--- src/rtl/vram_sched.sv ---
// vram_sched: single-port scheduler for the VRAM planes shared by VDP fetch, CPU access and the clear sweep.
//   Optional feature macro: SCHED_FAIR_EN (CPU starvation guard against the clear sweep).
//   Ports:
//     clk, reset_n                 clock, async active-low reset
//     vdp_req/vdp_addr -> vdp_ack/vdp_data       VDP fetch, all plane bytes (plane0 in [7:0])
//     cpu_req/cpu_wr/cpu_addr/cpu_din -> cpu_ack/cpu_dout   CPU access via rd_bank/wr_bank
//     clr_start -> clr_busy        clear sweep writing CLR_VAL to every address of every plane
//     mem_addr/mem_din/mem_we -> mem_q          registered shared plane port, 1-cycle read latency
module vram_sched #(
  parameter int         ADDR_W  = 13,
  parameter int         NPLANE  = 6,
  parameter logic [7:0] CLR_VAL = 8'h00
) (
  input  logic                clk,
  input  logic                reset_n,
  input  logic                vdp_req,
  input  logic [ADDR_W-1:0]   vdp_addr,
  output logic                vdp_ack,
  output logic [8*NPLANE-1:0] vdp_data,
  input  logic                cpu_req,
  input  logic                cpu_wr,
  input  logic [ADDR_W-1:0]   cpu_addr,
  input  logic [7:0]          cpu_din,
  input  logic [7:0]          rd_bank,
  input  logic [7:0]          wr_bank,
  output logic                cpu_ack,
  output logic [7:0]          cpu_dout,
  input  logic                clr_start,
  output logic                clr_busy,
  output logic [ADDR_W-1:0]   mem_addr,
  output logic [7:0]          mem_din,
  output logic [NPLANE-1:0]   mem_we,
  input  logic [8*NPLANE-1:0] mem_q
);
  localparam logic [1:0] SRC_NONE = 2'd0, SRC_VDP = 2'd1, SRC_CPU = 2'd2, SRC_CLR = 2'd3;
  logic                vdp_out_q, vdp_out_d, cpu_out_q, cpu_out_d;
  logic                clr_busy_q, clr_busy_d;
  logic [ADDR_W-1:0]   clr_cnt_q, clr_cnt_d;
  logic [1:0]          s1_src_q, s1_src_d, s2_src_q;
  logic                s1_wr_q, s1_wr_d, s2_wr_q;
  logic [7:0]          s1_bank_q, s1_bank_d, s2_bank_q;
  logic [ADDR_W-1:0]   mem_addr_q, mem_addr_d;
  logic [7:0]          mem_din_q, mem_din_d;
  logic [NPLANE-1:0]   mem_we_q, mem_we_d;
  logic                vdp_ok, cpu_ok, cpu_boost;
  logic [1:0]          gnt;
  logic [7:0]          rd_byte;
  logic                unused_bank_bits;
  // a requester with an issued but un-acked access sits out arbitration
  assign vdp_ok = vdp_req & ~vdp_out_q;
  assign cpu_ok = cpu_req & ~cpu_out_q;
`ifdef SCHED_FAIR_EN
  logic [1:0] starve_q, starve_d;
  // after three lost slots in a row the CPU outranks the clear sweep (never the VDP)
  assign cpu_boost = cpu_ok & (starve_q == 2'd3);
  assign starve_d  = (!cpu_ok || gnt == SRC_CPU) ? 2'd0 : (starve_q == 2'd3) ? starve_q : starve_q + 2'd1;
  always_ff @(posedge clk or negedge reset_n)
    if (!reset_n) starve_q <= 2'd0;
    else          starve_q <= starve_d;
`else
  assign cpu_boost = 1'b0;
`endif
  assign gnt = vdp_ok ? SRC_VDP : cpu_boost ? SRC_CPU : clr_busy_q ? SRC_CLR : cpu_ok ? SRC_CPU : SRC_NONE;
  always_comb begin
    vdp_out_d  = (gnt == SRC_VDP) ? 1'b1 : (s2_src_q == SRC_VDP) ? 1'b0 : vdp_out_q;
    cpu_out_d  = (gnt == SRC_CPU) ? 1'b1 : (s2_src_q == SRC_CPU) ? 1'b0 : cpu_out_q;
    // a restart wins over the last-address shutdown; the current grant still uses the old counter
    clr_busy_d = clr_start ? 1'b1 : (gnt == SRC_CLR && clr_cnt_q == '1) ? 1'b0 : clr_busy_q;
    clr_cnt_d  = clr_start ? '0 : (gnt == SRC_CLR) ? clr_cnt_q + ADDR_W'(1) : clr_cnt_q;
    s1_src_d   = gnt;
    s1_wr_d    = cpu_wr;
    s1_bank_d  = rd_bank;
    mem_addr_d = (gnt == SRC_VDP) ? vdp_addr : (gnt == SRC_CPU) ? cpu_addr : (gnt == SRC_CLR) ? clr_cnt_q : mem_addr_q;
    mem_din_d  = (gnt == SRC_CPU) ? cpu_din : (gnt == SRC_CLR) ? CLR_VAL : mem_din_q;
    mem_we_d   = (gnt == SRC_CLR) ? '1 : (gnt == SRC_CPU && cpu_wr) ? wr_bank[NPLANE-1:0] : '0;
  end
  always_comb begin
    rd_byte = 8'h00;
    for (int i = 0; i < NPLANE; i++)
      if (s2_bank_q == 8'(i + 1)) rd_byte = mem_q[8*i +: 8];
  end
  always_ff @(posedge clk or negedge reset_n)
    if (!reset_n) begin
      vdp_out_q  <= 1'b0;
      cpu_out_q  <= 1'b0;
      clr_busy_q <= 1'b0;
      clr_cnt_q  <= '0;
      s1_src_q   <= SRC_NONE;
      s1_wr_q    <= 1'b0;
      s1_bank_q  <= 8'h00;
      s2_src_q   <= SRC_NONE;
      s2_wr_q    <= 1'b0;
      s2_bank_q  <= 8'h00;
      mem_addr_q <= '0;
      mem_din_q  <= 8'h00;
      mem_we_q   <= '0;
    end else begin
      vdp_out_q  <= vdp_out_d;
      cpu_out_q  <= cpu_out_d;
      clr_busy_q <= clr_busy_d;
      clr_cnt_q  <= clr_cnt_d;
      s1_src_q   <= s1_src_d;
      s1_wr_q    <= s1_wr_d;
      s1_bank_q  <= s1_bank_d;
      s2_src_q   <= s1_src_q;
      s2_wr_q    <= s1_wr_q;
      s2_bank_q  <= s1_bank_q;
      mem_addr_q <= mem_addr_d;
      mem_din_q  <= mem_din_d;
      mem_we_q   <= mem_we_d;
    end
  assign unused_bank_bits = ^wr_bank;
  assign vdp_ack  = (s2_src_q == SRC_VDP);
  assign cpu_ack  = (s2_src_q == SRC_CPU);
  assign vdp_data = vdp_ack ? mem_q : '0;
  assign cpu_dout = (cpu_ack && !s2_wr_q) ? rd_byte : 8'h00;
  assign clr_busy = clr_busy_q;
  assign mem_addr = mem_addr_q;
  assign mem_din  = mem_din_q;
  assign mem_we   = mem_we_q;
endmodule
--- config.mk ---
export PLATFORM = sky130hd
export DESIGN_NAME = vram_sched
export DESIGN_NICKNAME = d
export VERILOG_FILES = /design/src/rtl/vram_sched.sv
export SDC_FILE = /design/constraint.sdc
export NUM_CORES = 1
export LEC_CHECK = 0
export CAP_MARGIN = 20
export CORE_UTILIZATION = 42
export DETAILED_ROUTE_END_ITERATION = 16
export GPL_ROUTABILITY_DRIVEN = 0
export HOLD_SLACK_MARGIN = 0.12
export PLACE_DENSITY = 0.86
export SKIP_LAST_GASP = 1
export SLEW_MARGIN = 5
export SYNTH_ARGS = -nofsm -noshare
export SYNTH_HDL_FRONTEND = slang
export SYNTH_SLANG_ARGS = --single-unit
--- constraint.sdc ---
create_clock -name clk -period 5.7 [get_ports clk]
set_input_delay 1.14 -clock clk [delete_from_list [all_inputs] [get_ports clk]]
set_output_delay 1.14 -clock clk [all_outputs]
set_load 0.02 [all_outputs]
==> key figures <==
Worst setup path
  – Worst r2r src: cpu_out_q
  – Critical Path Source Type: flip-flop
  – Crit-path slowest cell: dfrtp_1
  – Crit Path Category: flip-flop to primary output
  – CP Capture Type: primary output
  – CP startpoint: s2_bank_q[1]
  – CP cell instances: nor2b_1 -> a22o_1 -> a22oi_2 -> a211oi_2 -> clkdlybuf4s50_1
  – CP Max Fanout: 26
  – Worst Path Required: 4.56 ns
  – Worst Path Arrival: 3.19 ns
  – Max incr delay on CP: 0.94 ns

CTS
  – CTS root buf: clkbuf_8
  – Clock sinks: 65
  – Max Buffers Root-to-Sink: 2
  – Resized Gates After CTS: 0
  – Clk pin slew, worst setup/hold paths: 0.07 ns
  – CTS tree: built
  – Worst-skew pair later-pin latency: 0.33 ns
  – # hold bufs at CTS: 0
  – H-tree levels: 3
  – Num CTS Buffers: 9
  – Post-CTS Setup Repair Bufs: 0

Route
  – Top Layer Used: met4
  – WL final: 11.0 mm
  – Vias per inst: 5.45
  – Post-route ant nets: 0
  – Wl on met1: 4.13 mm
  – # DRC: 0
  – Met3 WL: 859 um
  – Routed via count: 3462
  – Met2 WL: 5.82 mm
  – Drt wl/cell: 17.3 um
  – Initial detailed-routing violation count: 190
  – First-pass iteration count of the detailed router: 4

Power
  – Static leakage: 2.23 nW
  – Maximum vdd drop: 229 uV
  – Power Density: 271 nW/um2

Min path
  – HP Start: s1_bank_q[1]
  – Worst min-delay path category: flip-flop to flip-flop

Die
  – I/O pins: 190
  – Initial Utilization: 44.3%
  – Die height: 93.2 um
  – Core ar.: 7890 um2
  – Die area: 8680 um2
  – Rows: 32
  – Die X-Extent: 93.2 um

Yosys
  – Share of the synthesized area in the top cell type: 46.6%
  – Synthesized area: 3490 um2
  – Post-synth EDFFs: 0
  – Syn. warnings: 0
  – Adder-Cell Fraction of Synth Area: 0.358%
  – Top cells by area, synth: dfrtp_1, and2_1, mux2_2
  – Post-synthesis mux area share: 5.16%
  – Yosys reg bits: 65
  – Post-synthesis xor/xnor area fraction: 1.25%
  – Ys flop type: dfrtp_1
  – Syn Inst Count: 354
  – Syn Nets: 459
  – Main combinational cell family by area after synthesis: simple AND/OR/NAND/NOR gates
  – Avg Inst Size Synth: 9.86 um2
  – Synth Area in Compound Gates: 19.9%
  – Async SR Flop Fraction: 100%
  – Most area-hungry cell type in the Yosys netlist: dfrtp_1
  – Sequential area share after synthesis: 46.6%
  – Simple-gate area share of the yosys netlist: 22.0%
  – Post-synth cell types: 36

Finish
  – Share of cells above drive strength 1: 8.26%
  – Fin nets: 633
  – Multi-input logic area: 1710 um2
  – # fillers: 587
  – Commonest non-fill, non-tap cells in the layout: clkdlybuf4s50_1, dfrtp_1, and2_1
  – Reg area: 1630 um2
  – Most common cell after layout, fill and taps aside: clkdlybuf4s50_1
  – # diodes: 0
  – Area grow syn2layout: 60.8%

GRT
  – Initial antenna violation count: 0
  – First-pass GRT wire length: 17.2 mm
  – Pin count of the biggest net entering global routing: 66
  – Vias in the first global route: 3431
  – Total GRT Usage: 25.7%
  – Remaining global-route overflow: 0

STA
  – Clock Skew: 0.00880 ns
  – Normalized max-slew margin: 28.8%
  – Max Slew Vio Count: 0
  – Smallest hold slack: 0.350 ns
  – Period utilization: 75.9%
  – Final Hold Vio Count: 0
  – Setup TNS Final: 0 ns
  – Fin crit period: 4.33 ns
  – Setup-failing EPs final: 0
  – RSZ-0062 raised after global routing: no
  – Tightest Pin Transition: 1.06 ns
  – FMAX: 0.231 GHz

Run status
  – Status: finished, final reports clean

Run
  – Max Cap Viol: 0

Placed design
  – Hpwl dp: 8.24 mm
  – PortBufs: 187
[power breakdown]
part / internal [mW] / switching (mW) / total, mW / leakage (nW)
combinational: 0.279 / 0.270 / 0.550 / 1.31
sequential: 0.512 / 0.0369 / 0.549 / 0.805
clock: 0.246 / 0.179 / 0.425 / 0.109
[cell families (layout without fill, tap and decap cells)]
family | count (synthesis) | count (layout)
xor+xnor | 5 | 5
mux | 16 | 16
fa+ha+maj | 1 | 1
flops | 65 | 65
compound gates | 93 | 93
simple gates | 135 | 135
buf+inv | 39 | 218
[per-stage QoR]
stage          util (%)  std cells  worst slack (ns)  power [mW]  instance area [um2]
3_3_place_gp       68.4        619              1.63        1.09                 5400
4_1_cts            71.2        635              1.40        1.54                 5610
3_5_place_dp       68.4        619              1.63        1.11                 5400
6_report           71.2        635              1.37        1.52                 5610
5_1_grt            71.2        635              1.12        1.60                 5610
2_1_floorplan         -        354              2.53       0.816                 3490
[synthesized netlist by cell type, types with 2 or more instances]
cell type and n:
a211oi_1 6, a211oi_2 2, a21oi_1 8, a221o_1 13, a22o_1 16, a22oi_1 20, and2_1 50, and3_1 2
buf_1 3, buf_2 8, clkbuf_1 15, dfrtp_1 65, inv_1 12, mux2_2 16, nand2_1 16, nand2b_1 6
nand3_1 8, nand4_1 4, nor2_1 20, nor2b_1 18, o21ai_0 15, o22ai_1 9, or3_1 6, xor2_1 4
[path summary, 6_finish.rpt]
check                           cells after the start  slack, ns           end
worst min register to register                      0       0.35  s2_bank_q[1]
worst max register to register                      3       3.47   mem_addr[6]
worst min-delay path                                0       0.35  s2_bank_q[1]
worst max-delay path                                5       1.37   cpu_dout[5]
max in group asynchronous                           2       4.20   s2_src_q[0]
min in group asynchronous                           2       0.96   mem_addr[4]
[state kept, by name (all words and copies together) (netlist names)]
name       cells
s2_wr_q        1
mem_addr      13
s2_bank_q      8
s1_bank_q      8
clr_busy       1
mem_we         6
cpu_out_q      1
s1_src_q       2
s1_wr_q        1
clr_cnt_q     13
mem_din        8
vdp_out_q      1
s2_src_q       2
[layer usage]
metal | GRT usage, % | up-vias
met2 | 47.7 | 188
met3 | 5.77 | 18
met5 | 0 | -
met4 | 7.69 | 0
li1 | - | 1616
met1 | 29.1 | 1640
[critical path, delay by kind of cell (launching register included)]
kind	cells	cell delay, ns
AOI/OAI and AO/OA	3	0.65
buffers and inverters	1	0.64
DFF	1	0.94
and+or+nand+nor	1	0.61
[cell type report]
type / instances / area share (%)
sequential: 65 / 29.0
tap: 102 / 2.27
timing repair buffer: 190 / 33.7
clock buffer: 9 / 2.21
clock inverter: 7 / 1.69
multi-input combinational: 250 / 30.4
inverter: 12 / 0.802
No activity file was read; power rests on OpenSTA's default activity.
